## src/rtl/muldiv_unit.sv

```systemverilog
// -----------------------------------------------------------------------------
// muldiv_unit
//   Iterative RV32M-style multiply/divide unit. One request is accepted at a
//   time with a valid/ready handshake; the radix-2 datapath then runs for
//   DATA_WIDTH cycles and the result is held until the consumer takes it.
//   Divide-by-zero, signed overflow and (when the divider is not built)
//   divide-class ops finish on the accepting edge without iterating.
//
// Configuration
//   MULDIV_DIV_EN  define to build the divider datapath (ops 4..7). When it is
//                  undefined, ops 4..7 return 0 with unsupported = 1.
//   DATA_WIDTH     defaults to the `DATA_WIDTH macro (32 if not defined);
//                  legal values 8..64, even.
//
// Ports
//   clk          sole clock, rising edge
//   rst          synchronous active-high reset
//   in_valid     request present
//   in_ready     unit is idle and can accept a request
//   op           funct3: 0 MUL 1 MULH 2 MULHSU 3 MULHU 4 DIV 5 DIVU 6 REM 7 REMU
//   a, b         multiplicand/dividend, multiplier/divisor
//   out_valid    result present
//   out_ready    consumer accepts result
//   result       operation result, held until consumed
//   unsupported  result came from a divide-class op that is not built
// -----------------------------------------------------------------------------
`ifndef DATA_WIDTH
`define DATA_WIDTH 32
`endif

module muldiv_unit #(
    parameter int DATA_WIDTH = `DATA_WIDTH
) (
    input  logic                  clk,
    input  logic                  rst,
    input  logic                  in_valid,
    output logic                  in_ready,
    input  logic [2:0]            op,
    input  logic [DATA_WIDTH-1:0] a,
    input  logic [DATA_WIDTH-1:0] b,
    output logic                  out_valid,
    input  logic                  out_ready,
    output logic [DATA_WIDTH-1:0] result,
    output logic                  unsupported
);

    localparam int W  = DATA_WIDTH;
    localparam int CW = $clog2(W);
    localparam logic [CW-1:0] CNT_ZERO = {CW{1'b0}};
    localparam logic [CW-1:0] CNT_ONE  = {{(CW-1){1'b0}}, 1'b1};
    localparam logic [CW-1:0] CNT_LAST = CW'(W - 1);

    typedef enum logic [1:0] {
        IDLE = 2'd0,
        CALC = 2'd1,
        DONE = 2'd2
    } state_t;

    state_t          state_r;
    logic            in_ready_r;
    logic            out_valid_r;
    logic [W-1:0]    result_r;
    logic            unsupported_r;
    logic [CW-1:0]   cnt_r;
    logic [2:0]      op_r;
    logic            neg_r;        // final value must be negated
    logic [2*W-1:0]  acc_r;        // {hi, lo}: product, or {remainder, quotient}
    logic [W-1:0]    opnd_r;       // multiplicand or divisor magnitude

    // request-side decode
    logic            a_signed_s;
    logic            b_signed_s;
    logic            a_neg_s;
    logic            b_neg_s;
    logic [W-1:0]    a_mag_s;
    logic [W-1:0]    b_mag_s;
    logic            neg_s;
    logic            early_s;
    logic [W-1:0]    early_res_s;
    logic            early_uns_s;

    // iteration datapath
    logic [W:0]      mul_sum_s;
    logic [2*W-1:0]  mul_next_s;
    logic [2*W-1:0]  step_next_s;
    logic [2*W-1:0]  prod_s;
    logic [W-1:0]    mul_res_s;
    logic [W-1:0]    final_s;

`ifdef MULDIV_DIV_EN
    localparam logic [W-1:0] MOST_NEG = {1'b1, {(W-1){1'b0}}};
    logic [W:0]      div_shift_s;
    logic [W:0]      div_diff_s;
    logic [2*W-1:0]  div_next_s;
    logic [W-1:0]    div_sel_s;
    logic [W-1:0]    div_res_s;
`endif

    assign in_ready    = in_ready_r;
    assign out_valid   = out_valid_r;
    assign result      = result_r;
    assign unsupported = unsupported_r;

    // Sign handling, magnitudes and early-exit decode of the request on the inputs
    always_comb begin
        a_signed_s = (op == 3'd1) || (op == 3'd2) || (op == 3'd4) || (op == 3'd6);
        b_signed_s = (op == 3'd1) || (op == 3'd4) || (op == 3'd6);
        a_neg_s    = a_signed_s && a[W-1];
        b_neg_s    = b_signed_s && b[W-1];
        // the most-negative value maps onto itself, which is the correct unsigned magnitude
        if (a_neg_s) begin
            a_mag_s = -a;
        end else begin
            a_mag_s = a;
        end
        if (b_neg_s) begin
            b_mag_s = -b;
        end else begin
            b_mag_s = b;
        end
        // remainder takes the dividend's sign; products and quotients the xor
        if (op[2] && op[1]) begin
            neg_s = a_neg_s;
        end else begin
            neg_s = a_neg_s ^ b_neg_s;
        end
`ifdef MULDIV_DIV_EN
        early_uns_s = 1'b0;
        if (op[2] && (b == {W{1'b0}})) begin
            early_s     = 1'b1;
            early_res_s = op[1] ? a : {W{1'b1}};
        end else if (op[2] && !op[0] && (a == MOST_NEG) && (b == {W{1'b1}})) begin
            early_s     = 1'b1;
            early_res_s = op[1] ? {W{1'b0}} : a;
        end else begin
            early_s     = 1'b0;
            early_res_s = {W{1'b0}};
        end
`else
        early_s     = op[2];
        early_res_s = {W{1'b0}};
        early_uns_s = 1'b1;
`endif
    end

    // One radix-2 step of the selected datapath and formatting of the final value
    always_comb begin
        // shift-add: add multiplicand into the high half when the low bit is set, then shift right
        mul_sum_s  = {1'b0, acc_r[2*W-1:W]} + (acc_r[0] ? {1'b0, opnd_r} : {(W+1){1'b0}});
        mul_next_s = {mul_sum_s, acc_r[W-1:1]};
        prod_s     = neg_r ? -mul_next_s : mul_next_s;
        mul_res_s  = (op_r == 3'd0) ? prod_s[W-1:0] : prod_s[2*W-1:W];
`ifdef MULDIV_DIV_EN
        // restoring division: shift next dividend bit into the remainder, keep the difference if it fits
        div_shift_s = {acc_r[2*W-1:W], acc_r[W-1]};
        div_diff_s  = div_shift_s - {1'b0, opnd_r};
        if (!div_diff_s[W]) begin
            div_next_s = {div_diff_s[W-1:0], acc_r[W-2:0], 1'b1};
        end else begin
            div_next_s = {div_shift_s[W-1:0], acc_r[W-2:0], 1'b0};
        end
        step_next_s = op_r[2] ? div_next_s : mul_next_s;
        div_sel_s   = op_r[1] ? div_next_s[2*W-1:W] : div_next_s[W-1:0];
        div_res_s   = neg_r ? -div_sel_s : div_sel_s;
        final_s     = op_r[2] ? div_res_s : mul_res_s;
`else
        step_next_s = mul_next_s;
        final_s     = mul_res_s;
`endif
    end

    // Control FSM, operand capture, iteration and registered outputs
    always_ff @(posedge clk) begin
        if (rst) begin
            state_r       <= IDLE;
            in_ready_r    <= 1'b1;
            out_valid_r   <= 1'b0;
            result_r      <= {W{1'b0}};
            unsupported_r <= 1'b0;
            cnt_r         <= CNT_ZERO;
            op_r          <= 3'd0;
            neg_r         <= 1'b0;
            acc_r         <= {(2*W){1'b0}};
            opnd_r        <= {W{1'b0}};
        end else begin
            case (state_r)
                IDLE: begin
                    if (in_valid) begin
                        op_r   <= op;
                        neg_r  <= neg_s;
                        cnt_r  <= CNT_ZERO;
                        acc_r  <= {{W{1'b0}}, (op[2] ? a_mag_s : b_mag_s)};
                        opnd_r <= op[2] ? b_mag_s : a_mag_s;
                        in_ready_r <= 1'b0;
                        if (early_s) begin
                            state_r       <= DONE;
                            out_valid_r   <= 1'b1;
                            result_r      <= early_res_s;
                            unsupported_r <= early_uns_s;
                        end else begin
                            state_r <= CALC;
                        end
                    end else begin
                        in_ready_r <= 1'b1;
                    end
                end
                CALC: begin
                    acc_r <= step_next_s;
                    if (cnt_r == CNT_LAST) begin
                        cnt_r         <= CNT_ZERO;
                        state_r       <= DONE;
                        out_valid_r   <= 1'b1;
                        result_r      <= final_s;
                        unsupported_r <= 1'b0;
                    end else begin
                        cnt_r <= cnt_r + CNT_ONE;
                    end
                end
                DONE: begin
                    if (out_ready) begin
                        state_r     <= IDLE;
                        in_ready_r  <= 1'b1;
                        out_valid_r <= 1'b0;
                    end else begin
                        out_valid_r <= 1'b1;
                    end
                end
                default: begin
                    state_r     <= IDLE;
                    in_ready_r  <= 1'b1;
                    out_valid_r <= 1'b0;
                end
            endcase
        end
    end

endmodule

```

## config.mk

```make
export PLATFORM = sky130hd
export DESIGN_NAME = muldiv_unit
export DESIGN_NICKNAME = d
export VERILOG_FILES = /design/src/rtl/muldiv_unit.sv
export SDC_FILE = /design/constraint.sdc
export NUM_CORES = 1
export LEC_CHECK = 0
export BUFFER_PORTS_ARGS = -buffer_cell sky130_fd_sc_hd__clkbuf_2
export CORE_MARGIN = 2
export CORE_UTILIZATION = 25
export DETAILED_ROUTE_END_ITERATION = 8
export HOLD_SLACK_MARGIN = 0.05
export PLACE_DENSITY = 0.4
export SLEW_MARGIN = 10
export SYNTH_ARGS = -nofsm -noshare
export SYNTH_HDL_FRONTEND = slang
export SYNTH_SLANG_ARGS = --single-unit
```

## constraint.sdc

```tcl
create_clock -name clk -period 8.5 [get_ports clk]
set_input_delay 0.425 -clock clk [delete_from_list [all_inputs] [get_ports clk]]
set_output_delay 0.425 -clock clk [all_outputs]
set_load 0.05 [all_outputs]
```

# Word level (Yosys, flattened, before mapping)
# Index checks and enable logic that the tools add are counted.
classes:
  reduce_logical: 17
  n_bitwise: 2
  eq_ne: 11
  add_sub_neg: 5
  n_mux: 32
ops:
  columns: ["operator", "count"]
  rows:
  - ["32-bit two-way mux", 9]
  - ["64-bit two-way mux", 2]
  - ["64-bit one-hot mux with 2 select lines", 1]
  - ["32-bit negation", 2]
  - ["64-bit negation", 1]
  - ["32-bit one-hot mux with 2 select lines", 1]
  - ["32-bit by 32-bit adder with 33-bit output", 1]
  - ["5-bit two-way mux", 2]
  - ["5-bit one-hot mux with 2 select lines", 1]
  - ["1-bit two-way mux", 8]
  - ["2-bit two-way mux", 4]
  - ["2-bit inequality test (second input constant)", 4]
  - ["3-bit == test (second input constant)", 2]
  - ["1-bit one-hot mux with 3 select lines", 2]
  - ["2-bit one-hot mux with 3 select lines", 1]
  - ["2-bit AND reduction", 3]
  - ["3-bit AND reduction", 2]
  - ["5-bit by 1-bit adder with 5-bit output (second input constant)", 1]
  - ["5-bit == test (second input constant)", 1]
  - ["1-bit logical OR", 5]
  - ["4-bit AND reduction", 1]
  - ["3-bit by 1-bit == test with 1-bit output (second input constant)", 1]
  - ["3-bit by 2-bit == test with 1-bit output (second input constant)", 1]
  - ["1-bit logical AND", 3]
  - ["other kinds (8)", 8]
word_totals:
  register_bits: 142
  in_bits: 71
  output_inout_bits: 35
  wordCells: 77

# Logic depth before layout (Yosys ltp)
depth:
  ltp_word: 9
  depth_mapped: 15
  depth_no_buf: 13

# Least setup slack after synthesis
# Ideal clock, no wire load.
synth_path:
  path_kind: "flip-flop to flip-flop"
  startpoint: "reg acc_r[0]"
  endpoint: "reg result_r[31], in the netlist result[31]"
  path_buffers: 1
  stages_incl_launch_ff: 15
  required_time_ns: 8.375
  slack_ns: 4.072
  t_arrival_ns: 4.303
  synth_period_minus_slack_ns: 4.428
  setup_ns: 0.125
  path_cell_list: "dfxtp_1 clkbuf_1 and2_1 ha_1 fa_1 a211oi_2 nor3_1 or4_1 a222oi_1 nand4_2 or4_4 or2_4 or4_4 mux2i_1 o21ai_1"
synth_between:
  elab_chain_cells: 7
synth_rtl:
  columns: ["element", "line", "rtl"]
  rows:
  - ["start, declared", "67", "logic [2*W-1:0] acc_r;"]
  - ["start signal, assigned", "183", "acc_r <= {(2*W){1'b0}};"]
  - ["start signal, assigned", "192", "acc_r <= {{W{1'b0}}, (op[2] ? a_mag_s : b_mag_s)};"]
  - ["start signal, assigned", "208", "acc_r <= step_next_s;"]
  - ["32-bit two-way mux (*)", "149", "mul_sum_s = {1'b0, acc_r[2*W-1:W]} + (acc_r[0] ? {1'b0, opnd_r} : {(W+1){1'b0}});"]
  - ["32-bit by 32-bit adder with 33-bit output (*)", "149", null]
  - ["64-bit negation", "151", "prod_s = neg_r ? -mul_next_s : mul_next_s;"]
  - ["64-bit two-way mux (*)", "151", null]
  - ["32-bit two-way mux (*)", "152", "mul_res_s = (op_r == 3'd0) ? prod_s[W-1:0] : prod_s[2*W-1:W];"]
  - ["32-bit two-way mux (*)", "209", "if (cnt_r == CNT_LAST) begin"]
  - ["32-bit one-hot mux with 2 select lines (*)", "186", "case (state_r)"]
  - ["end signal, assigned", "178", "result_r <= {W{1'b0}};"]
  - ["end signal, assigned", "198", "result_r <= early_res_s;"]
  - ["end signal, assigned", "213", "result_r <= final_s;"]
  - ["end, declared", "62", "logic [W-1:0] result_r;"]
# Mark *: on every way between the ends. The rest lies on a longest branch, timed or not. The select of a mux whose other input is x is not followed.
# A chain may end at the register's enable or synchronous reset.

# Worst setup path in the final report
# Ends and elaborated chain as after synthesis.

==> results.toml <==
[cts]
ctsResizeCount = 0
numCtsBuffers = 17
cts_tree = "yes"
postCtsSetupBuffers = 0
cts-root-buf = "clkbuf_16"
cts_hold_buffers = 0
clk_latency_ns = 0.44
htree_levels = 4
clock_path_buffers = 2
cts.reportedPaths.clkPinSlew_ns = 0.07
cts_sinks = 142

[setup_path]
cpPeakStageDelay_ns = 0.95
r2r-start = "acc_r[0]"
crit_top_cell = "or4_4"
r2r_setup_slack_ns = 3.20
crit_path_end_kind = "flop"
critPathCapture = "result[31]"
cp_top_family = "simple AND/OR/NAND/NOR gates"
cp_max_fo = 33
cp_num_buf_inv = 0
rr_endpoint = "result[31]"
path_cells = "and2_1, ha_1, a21oi_1, o22ai_1, or4_1, a222oi_1, nand4_2, or4_4, or2_4, or4_4, mux2i_1, o21ai_1"
crit_slowest_cell = "dfxtp_1"
critPathLaunchType = "flop"
worstPathArrival_ns = 5.63
startpoint = "acc_r[0]"
path_class = "flop to flop"
crit_required_ns = 8.83
crit_cells = 12
reg2regPathDepth = 12

[timing]
fmax_mhz = 189
rsz0062_at_grt = "false"
setup_tns_ns = 0
hold_viol_final = 0
period_share = 0.624
tightest_slew_ns = 1.21
setup_violations = 0
clock_skew_ns = 0.00998
relSlewSlack = 0.186
min_period_ns = 5.30
slew_violations = 0

[run]
maxCapViolations = 0

[synthesis]
synth.net_count = 1639
synth.distinct_cells = 78
synth_area_sq_um = 11200
ys_seq_area_frac = 0.254
ys_warn_count = 0
synth-edff-count = 0
ys_ff_latch = 142
async_flop_share = 0
synthFlopType = "dfxtp_1"
synthCells = 1530
avgSynthCellArea_sq_um = 7.32

[finish]
fillers = 4822
area_growth_pct = 14.1
n_antenna_cell = 0
final_cell_mix = "185 x nand2_1, 157 x a21oi_1, 141 x dfxtp_1"
num-nets-final = 1667
post-route-util = 0.289
regArea_sq_um = 2840
multi_input_area_sq_um = 7880
drive_gt1_frac = 0.118
layout_commonest_cell = "nand2_1"
fin_area_sq_um = 12800

[global_routing]
gr-total-overflow = 0
globalRouteTotalUtil = 0.184
grt_max_degree = 87
grt_pass1_vias = 10900
grt_pass1_wl_microns = 66100
antenna_found_initial = 2

[routing]
ant_nets = 0
vias = 11500
drc = 0
drt_wl_total_microns = 43500
routedWlPerCell_microns = 20.1
vias_per_cell = 5.32
first_iter_violations = 1023
firstDrtPassIters = 6

[power]
p_per_area_nw_per_um2 = 160
ir_drop_v = 0.000126
p_clk_frac = 0.385
pwr-share-seq = 0.368
power.leakage_nw = 4.75
p_int_mw = 1.33
pwr-share-comb = 0.247
switchingPower_mw = 0.720
p_sw_frac = 0.352

[place]
placed_area_sq_um = 12200
io_buffers = 105
hpwl_microns = 33300
gp_congestion = 0.876

[floorplanning]
dieArea_sq_um = 46500
die_w_microns = 216
initial_utilization = 0.253
fp.dieH_microns = 216
fp-row-count = 77
io_pins = 106
core_sq_um = 44200

[run_status]
status = "finished, final reports clean"

[worst_hold_path]
hold_path_class = "primary input to flop"
min_from = "in_valid"
[worst reg2reg max path, stage by stage, from the launching register on]
cell	delay, ns
dfxtp_1	0.95
and2_1	0.25
ha_1	0.36
a21oi_1	0.36
o22ai_1	0.23
or4_1	0.54
a222oi_1	0.60
nand4_2	0.24
or4_4	0.61
or2_4	0.30
or4_4	0.52
mux2i_1	0.15
o21ai_1	0.08
[power groups by stage]
stage / Combinational (mW) / Sequential, mW / Clock (mW)
final: 0.506 / 0.753 / 0.788
after global routing: 0.554 / 0.758 / 0.835
after CTS: 0.502 / 0.751 / 0.813
after detailed placement: 0.501 / 0.766 / 0
after global placement: 0.501 / 0.766 / 0
after floorplan: 0.342 / 0.739 / 0
[routing by layer]
metal  vias up  routed length (microns)  track usage
met1      5405                    23200        0.288
met2       357                    17500        0.265
met4         0                      610       0.0416
met3        34                     2090       0.0210
met5         -                        0            0
li1       5709                        -            -
[sequential cells by signal (all words and copies together) (netlist names)]
| signal | count |
|---|---|
| op_r | 3 |
| neg_r | 1 |
| in_ready | 1 |
| opnd_r | 32 |
| result | 32 |
| cnt_r | 5 |
| unsupported | 1 |
| state_r | 2 |
| out_valid | 1 |
| acc_r | 64 |
[metrics by stage]
stage	power (mW)	hold slack [ns]	setup WS, ns	std cells
3_3_place_gp	1.27	0.440	3.34	2131
5_1_grt	2.15	0.317	2.78	2162
6_report	2.05	0.280	3.20	2162
4_1_cts	2.07	0.275	3.20	2162
3_5_place_dp	1.27	0.447	3.20	2131
2_1_floorplan	1.08	0.427	4.07	1530
[how the worst min path moves through the flow]
stage / cells after the start / to
6_report: 3 / state_r[0]
3_3_place_gp: 2 / opnd_r[21]
2_1_floorplan: 2 / opnd_r[11]
3_5_place_dp: 2 / opnd_r[28]
5_1_grt: 3 / op_r[1]
4_1_cts: 3 / op_r[1]
[cell families after synthesis]
family | count (synthesis) | synth area share
simple gates | 567 | 0.245
compound gates | 509 | 0.296
flops | 142 | 0.254
buf+inv | 131 | 0.0449
xor+xnor | 116 | 0.0907
fa+ha+maj | 38 | 0.0431
mux | 27 | 0.0267
[cell type report]
type,count,share of cell area
multi-input cells,1257,0.617
inverters,20,0.00588
well taps,592,0.0580
clock buffers,18,0.0336
clock inverters,13,0.0129
repair buffers,120,0.0501
flip-flops and latches,142,0.223
[synthesized netlist by cell type, types with 6 or more instances]
master,number,share of area
nand3_1,42,0.019
nand2_1,185,0.062
a31oi_1,18,0.010
nor2b_1,11,0.0061
a211oi_1,30,0.020
o21a_1,6,0.0040
a22oi_1,27,0.018
a21o_1,15,0.010
ha_1,37,0.041
o31ai_1,30,0.020
dfxtp_1,142,0.25
nand4_1,12,0.0067
and2_1,43,0.024
xor2_1,53,0.041
and3_1,12,0.0067
nor3_1,37,0.017
o21ai_0,87,0.039
or4_1,12,0.0080
nor3b_1,6,0.0040
o22ai_1,6,0.0034
o41ai_1,13,0.010
clkbuf_1,93,0.031
xnor2_1,63,0.049
o311ai_0,6,0.0047
or2_2,6,0.0034
nand2b_1,9,0.0050
a311oi_1,8,0.0063
mux2i_1,22,0.020
a221oi_1,10,0.0078
o211ai_1,38,0.025
or3_1,13,0.0073
a21oi_1,157,0.070
buf_1,16,0.0054
nor2_1,139,0.047
inv_1,20,0.0067
nor4_1,16,0.0089
No activity file was read; power rests on OpenSTA's default activity.
